### config.mk
export PLATFORM = sky130hd
export DESIGN_NAME = complete_arbiter
export DESIGN_NICKNAME = d
export VERILOG_FILES = /design/src/rtl/complete_arbiter_pkg.sv /design/src/rtl/complete_arbiter_rr_arbiter.sv /design/src/rtl/complete_arbiter.sv
export SDC_FILE = /design/constraint.sdc
export NUM_CORES = 1
export LEC_CHECK = 0
export ABC_CLOCK_PERIOD_IN_PS = 5100
export CAP_MARGIN = 5
export CELL_PAD_IN_SITES_DETAIL_PLACEMENT = 2
export CELL_PAD_IN_SITES_GLOBAL_PLACEMENT = 2
export CORE_MARGIN = 8
export CORE_UTILIZATION = 28
export DETAILED_ROUTE_END_ITERATION = 16
export PLACE_DENSITY_LB_ADDON = 0.1
export SLEW_MARGIN = 20
export SYNTH_ARGS = -nofsm -noshare
export SYNTH_HDL_FRONTEND = slang
export SYNTH_SLANG_ARGS = --single-unit
### constraint.sdc
create_clock -name clock -period 5.1 [get_ports clock]
set_clock_uncertainty 0.15 [all_clocks]
set_input_delay 0.765 -clock clock [delete_from_list [all_inputs] [get_ports clock]]
set_output_delay 0.765 -clock clock [all_outputs]
set_load 0.03 [all_outputs]
### src/rtl/complete_arbiter_pkg.sv
// Shared definitions for the completion arbiter.
// Holds the default ROB depth, datapath width and functional-unit count, the
// FU completion record layout and a saturating-increment helper.
package complete_arbiter_pkg;

  localparam int unsigned RobSzDefault = 32;
  localparam int unsigned XlenDefault  = 32;
  localparam int unsigned NFu          = 4;

  localparam int unsigned IdxW = $clog2(RobSzDefault);

  // Completion record handed over by a functional unit.
  typedef struct packed {
    logic [IdxW-1:0]        idx;
    logic [XlenDefault-1:0] result;
    logic [XlenDefault-1:0] rs2_value;
    logic                   take_branch;
  } fu_complete_packet_t;

  // 32-bit increment that sticks at all-ones.
  function automatic logic [31:0] sat_inc(input logic [31:0] v);
    return (v == 32'hFFFF_FFFF) ? v : v + 32'd1;
  endfunction

endpackage

### src/rtl/complete_arbiter_rr_arbiter.sv
// Round-robin arbiter with a rotating priority pointer.
// The search for a winner starts at the pointer. After a grant to requester i,
// the pointer moves to (i+1) mod N. When nothing is granted the pointer does
// not move. This block is shared with the issue stage.
// Ports:
//   clock  - system clock
//   reset  - synchronous active-high reset (pointer returns to 0)
//   req    - request vector
//   grant  - one-hot grant, combinational from req and the pointer
module complete_arbiter_rr_arbiter #(
  parameter int unsigned N = 4
) (
  input  logic         clock,
  input  logic         reset,
  input  logic [N-1:0] req,
  output logic [N-1:0] grant
);

  localparam int unsigned PtrW = (N > 1) ? $clog2(N) : 1;

  logic [PtrW-1:0] ptr_q, ptr_d;

  // Scan from ptr_q upward with wrap. The first request seen wins.
  always_comb begin
    logic        found;
    int unsigned j;
    grant = '0;
    found = 1'b0;
    for (int unsigned k = 0; k < N; k++) begin
      j = 32'(ptr_q) + k;
      if (j >= N) j = j - N;
      if (!found && req[j[PtrW-1:0]]) begin
        grant[j[PtrW-1:0]] = 1'b1;
        found              = 1'b1;
      end
    end
  end

  always_comb begin
    ptr_d = ptr_q;
    for (int unsigned i = 0; i < N; i++) begin
      if (grant[i]) ptr_d = (i == N - 1) ? '0 : PtrW'(i + 1);
    end
  end

  always_ff @(posedge clock) begin
    if (reset) ptr_q <= '0;
    else       ptr_q <= ptr_d;
  end

endmodule

### src/rtl/complete_arbiter.sv
// Completion arbiter: N_REQ functional units share the single ROB completion
// write port.
// Each FU hands a record to its own one-entry slot through a valid/ready
// handshake. Each cycle one occupied slot is granted round-robin. The granted
// record is registered onto the ROB completion fields with a one-cycle strobe.
// Optional feature macro: COMPLETE_ARB_STATS_EN adds per-FU saturating stall
// counters on output stall_cycles.
// Ports:
//   clock, reset        - clock and synchronous active-high reset
//   req_valid/req_ready - per-FU handshake
//   req_idx, req_result, req_rs2_value, req_take_branch - flattened per-FU
//                         payload (FU i at slice i)
//   complete_en, complete_idx, result, rs2_value, take_branch - registered
//                         ROB write port
//   pending             - slot occupancy
//   stall_cycles        - (stats build only) per-FU 32-bit stall counts
module complete_arbiter
  import complete_arbiter_pkg::*;
#(
  parameter  int unsigned N_REQ  = NFu,
  parameter  int unsigned ROB_SZ = RobSzDefault,
  parameter  int unsigned XLEN   = XlenDefault,
  localparam int unsigned IDXW   = $clog2(ROB_SZ)
) (
  input  logic                  clock,
  input  logic                  reset,
  input  logic [N_REQ-1:0]      req_valid,
  output logic [N_REQ-1:0]      req_ready,
  input  logic [N_REQ*IDXW-1:0] req_idx,
  input  logic [N_REQ*XLEN-1:0] req_result,
  input  logic [N_REQ*XLEN-1:0] req_rs2_value,
  input  logic [N_REQ-1:0]      req_take_branch,
  output logic                  complete_en,
  output logic [IDXW-1:0]       complete_idx,
  output logic [XLEN-1:0]       result,
  output logic [XLEN-1:0]       rs2_value,
  output logic                  take_branch,
`ifdef COMPLETE_ARB_STATS_EN
  output logic [N_REQ*32-1:0]   stall_cycles,
`endif
  output logic [N_REQ-1:0]      pending
);

  typedef struct packed {
    logic [IDXW-1:0] idx;
    logic [XLEN-1:0] result;
    logic [XLEN-1:0] rs2_value;
    logic            take_branch;
  } slot_t;

  slot_t [N_REQ-1:0] req_pkt;
  slot_t [N_REQ-1:0] slot_q;
  slot_t             sel_pkt;
  slot_t             out_q;
  logic [N_REQ-1:0]  slot_valid_q, slot_valid_d;
  logic [N_REQ-1:0]  grant;
  logic [N_REQ-1:0]  accept;
  logic              complete_en_q;

  complete_arbiter_rr_arbiter #(
    .N (N_REQ)
  ) u_rr (
    .clock (clock),
    .reset (reset),
    .req   (slot_valid_q),
    .grant (grant)
  );

  // A granted slot drains this edge, so it can take a new record in the same cycle.
  assign req_ready = ~slot_valid_q | grant;
  assign accept    = req_valid & req_ready;
  assign pending   = slot_valid_q;

  // An accept wins over a drain, which lets a slot drain and refill on the same edge.
  assign slot_valid_d = (slot_valid_q & ~grant) | accept;

  always_comb begin
    for (int unsigned i = 0; i < N_REQ; i++) begin
      req_pkt[i].idx         = req_idx[i*IDXW +: IDXW];
      req_pkt[i].result      = req_result[i*XLEN +: XLEN];
      req_pkt[i].rs2_value   = req_rs2_value[i*XLEN +: XLEN];
      req_pkt[i].take_branch = req_take_branch[i];
    end
  end

  // The grant is one-hot, so an OR-select is enough.
  always_comb begin
    sel_pkt = '0;
    for (int unsigned i = 0; i < N_REQ; i++) begin
      if (grant[i]) sel_pkt = sel_pkt | slot_q[i];
    end
  end

  always_ff @(posedge clock) begin
    if (reset) begin
      slot_valid_q  <= '0;
      slot_q        <= '0;
      complete_en_q <= 1'b0;
      out_q         <= '0;
    end else begin
      slot_valid_q <= slot_valid_d;
      for (int unsigned i = 0; i < N_REQ; i++) begin
        if (accept[i]) slot_q[i] <= req_pkt[i];
      end
      complete_en_q <= |grant;
      // When nothing is granted the payload keeps its last value.
      if (|grant) out_q <= sel_pkt;
    end
  end

  assign complete_en  = complete_en_q;
  assign complete_idx = out_q.idx;
  assign result       = out_q.result;
  assign rs2_value    = out_q.rs2_value;
  assign take_branch  = out_q.take_branch;

`ifdef COMPLETE_ARB_STATS_EN
  logic [N_REQ-1:0][31:0] stall_q;

  always_ff @(posedge clock) begin
    if (reset) begin
      stall_q <= '0;
    end else begin
      for (int unsigned i = 0; i < N_REQ; i++) begin
        if (req_valid[i] && !req_ready[i]) stall_q[i] <= sat_inc(stall_q[i]);
      end
    end
  end

  assign stall_cycles = stall_q;
`endif

endmodule

==> summary.md <==
| Metric | Value |
|---|---|
| Number of antenna-violating nets in the routed design | `0` |
| Final setup fails | `0` |
| Smallest setup slack after layout | `250 ps` |
| Final core area utilization | `between 30% and 40%` |
| Number of buffers created by CTS | `42` |
| FF-to-FF path depth | `10` |
| Cell-internal power | `6.46 mW` |
| Path category of the worst min-delay check | `register to register` |
| Clock-pin slew of the registers on the worst-case setup and hold paths | `about 60 ps` |
| GR Util All Layers | `between 20% and 30%` |
| Number of top-level design ports | `approximately 370` |
| Worst setup SP type | `register` |
| Arrival time worst endpoint | `between 3000 and 4000 ps` |
| Required time at the endpoint of the critical path | `about 4200 ps` |
| Max Clk Rate | `206 MHz` |
| Clock buffer depth | `3` |
| Worst reg2reg path endpoint | `result[6]` |
| Commonest non-fill, non-tap cell in the layout | `sky130_fd_sc_hd__nand2_1` |
| Status | `finished clean` |
| Wire length of the first global-routing pass | `slightly above 90000 um` |
| Syn Nets | `roughly 2000` |
| Worst slew margin | `about 30%` |
| Count of unique library cells instantiated by Yosys | `29` |
| Detailed placement HPWL | `approximately 41000 um` |
| Number of nets in the final layout | `around 2300` |
| Placeable Area | `roughly 0.050 mm^2` |
| Max H-tree Level | `2` |
| Filler cells | `5583` |
| Placement Rows | `between 80 and 90` |
| Critical path type | `register to output port` |
| Reg2Reg Launch Point | `u_rr.ptr_q[0]` |
| Commonest non-fill, non-tap cells in the layout | `sky130_fd_sc_hd__nand2_1 (563), sky130_fd_sc_hd__clkdlybuf4s50_1 (363), sky130_fd_sc_hd__dfxtp_1 (356)` |
| WL met3 | `2980 um` |
| CTS root buffer | `sky130_fd_sc_hd__clkbuf_16` |
| Gate count after technology mapping | `between 1500 and 2000` |
| GP Congestion | `around 0.76` |
| Endpoints failing hold | `0` |
| Clock power frac | `27.9%` |
| Flop and latch count out of synthesis | `357` |
| Die Span Y | `about 240 um` |
| Routed via count divided by cell count | `5.07` |
| Time the worst path needs with I/O delays and setup | `a little under 5000 ps` |
| Initial Utilization | `~28%` |
| Maximum capacitance violations | `0` |
| Power dissipated by switching net loads | `about 4.2 mW` |
| Setup total negative slack | `0 ps` |
| Hold path startpoint | `slot_q[165]` |
| Via count | `around 14000` |
| Transition at the pin with the smallest max-transition slack | `between 1000 and 1500 ps` |
| Synthesized area divided by synthesized cell count | `approximately 8.4 um^2` |
| Buffers added on ports | `about 360` |
| Static leakage | `6.90 nW` |
| Hold-fix buffers, CTS | `0` |
| Via count of the first global-routing pass | `14900` |
| Count of warnings emitted by yosys | `0` |
| Floorplan die width | `roughly 240 um` |
| Max Transition Viols Final | `0` |
| Post-synthesis cell area | `0.0141 mm^2` |
| Number of detailed-route iterations in the first pass | `4` |
| DR top layer | `met5` |
| Layout area overhead | `40.0%` |
| Overall power consumption | `10.7 mW` |
| Global route total overflow | `0` |
| Nature of the critical path endpoint | `output port` |
| Total detailed-routing wirelength | `around 60000 um` |
| Worst reg-to-reg setup slack | `about 960 ps` |
| Pin count of the biggest net entering global routing | `around 140` |
| Met1 layer wirelength in the final routing | `around 26000 um` |
| Largest voltage drop on the vdd net | `about 0.43 mV` |
| Clock Latency Late Sink | `between 500 and 600 ps` |
| Crit-path max FO | `21` |
| Post-CTS setup buffers | `0` |
| Overall die area | `approximately 0.058 mm^2` |
| Place WS | `699 ps` |
| Metal2 WL | `approximately 30000 um` |
| Sequential Power Share | `32.6%` |
| Power density normalized to cell area | `539 mW/mm^2` |
| Cell breakdown of the critical path | `inv_1, ha_1, mux4_2, nor2b_1, a22o_1, a221o_4, or2_2, clkdlybuf4s50_1` |
| Number of remaining DRC errors | `0` |
| Ratio of final minimum period to clock period | `a little over nine tenths` |
| Worst Hold Path Cells | `2` |
| Number of sinks on the clock net | `roughly 360` |
| CP Launch Point | `u_rr.ptr_q[0]` |
| Seq/Total Area, Yosys | `approximately half` |
| RSZ-0062 raised after global routing | `false` |
| Net switching fraction of the power | `around two fifths` |
| Routed len/inst | `between 20 and 25 um` |
| Endpoint with the worst hold slack | `slot_q[165]` |
| Initial drt markers | `a little over 600` |
| Slowest stage delay, CP | `610 ps` |
| CTS tree | `yes` |
| Critical path's slowest cell | `sky130_fd_sc_hd__clkdlybuf4s50_1` |
| Part of the power in combinational logic | `~39%` |
| Initial antenna violation count | `7` |
| Fraction of final layout cells sized beyond drive strength 1 | `8.79%` |
## power by group through the flow
stage | combinational [mW] | clock [mW] | sequential, mW
6_report | 4.20 | 2.98 | 3.48
3_5_place_dp | 4.27 | 0 | 3.54
2_1_floorplan | 2.54 | 0 | 3.76
3_3_place_gp | 4.14 | 0 | 3.52
4_1_cts | 4.29 | 3.06 | 3.48
5_1_grt | 4.59 | 3.19 | 3.52
## stage by stage
stage	hold WS [ps]	instance area [um^2]	std cells
floorplan	286	14100	1686
global placement	291	18400	2603
detailed placement	299	18400	2603
CTS	306	19800	2675
global route	328	19800	2676
finish	306	19800	2676
## worst max-delay path by stage
stage	endpoint
detailed placement	rs2_value[5]
global placement	req_ready[3]
CTS	req_ready[3]
finish	req_ready[3]
global route	req_ready[3]
floorplan	result[16]
## Yosys cell counts, drive strengths merged
library cell | instances | share of area [%]
nand2 | 563 | 15
dfxtp | 357 | 51
a21oi | 285 | 10
a22oi | 140 | 7.4
clkbuf | 126 | 3.3
nor2 | 74 | 2.0
a311oi | 70 | 7.4
buf | 22 | 1.1
inv | 7 | 0.19
ha | 6 | 0.53
o21ai | 5 | 0.18
a221o | 4 | 0.28
a22o | 4 | 0.25
a21boi | 3 | 0.16
a221oi | 3 | 0.19
mux4 | 3 | 0.48
a211oi | 2 | 0.11
and3b | 2 | 0.12
nor2b | 2 | 0.089
nor3b | 2 | 0.11
nor3 | 1 | 0.035
o2111ai | 1 | 0.062
o21a | 1 | 0.053
o41ai | 1 | 0.062
or2 | 1 | 0.044
or4 | 1 | 0.053
## logic make-up (layout without fill, tap and decap cells)
kind of cell / count (synthesis) / in the layout / share of synthesized area [%]
and+or+nand+nor: 646 / 646 / 17.4
AOI/OAI and AO/OA: 519 / 519 / 26.3
DFF: 357 / 357 / 50.6
buffers and inverters: 155 / 472 / 4.68
adders and majority gates: 6 / 6 / 0.532
muxes: 3 / 3 / 0.478
other: 0 / 1 / 0
## what timing repair did
| item | 4_1_cts | 5_1_grt |
|---|---|---|
| setup endpoints to repair | 0 | 1 |
| hold endpoints to repair | 0 | 0 |
| gates resized for setup | 0 | 1 |
## flip-flops by register name (all words and copies together) (netlist names)
register,cells
u_rr.ptr_q,2
slot_q,280
result,32
take_branch,1
complete_idx,5
pending,4
rs2_value,32
complete_en,1
## area by class of cell
| type | instances | area [um^2] | share of cell area, % |
|---|---|---|---|
| flip-flops and latches | 357 | 7150 | 36.2 |
| diodes | 1 | 2.50 | 0.0127 |
| multi-input cells | 1174 | 6440 | 32.6 |
| repair buffers | 393 | 3960 | 20.0 |
| inverters | 7 | 26.3 | 0.133 |
| well taps | 672 | 841 | 4.25 |
| clock buffers | 71 | 1340 | 6.80 |
| clock inverters | 1 | 5.00 | 0.0253 |
## worst max-delay path: cells and delay by family, from the launching register on
family / cells / cell delay, ps
and+or+nand+nor: 2 / 560
AOI/OAI and AO/OA: 2 / 690
adders and majority gates: 1 / 410
muxes: 1 / 530
DFF: 1 / 430
buffers and inverters: 2 / 750
## routing by layer
| layer | GRT usage, % | vias to the layer above |
|---|---|---|
| met2 | 35.2 | 302 |
| met5 | 0 | - |
| met1 | 24.8 | 6765 |
| li1 | - | 6388 |
| met4 | 6.42 | 12 |
| met3 | 4.60 | 93 |
(Power assumes the default switching activity.)
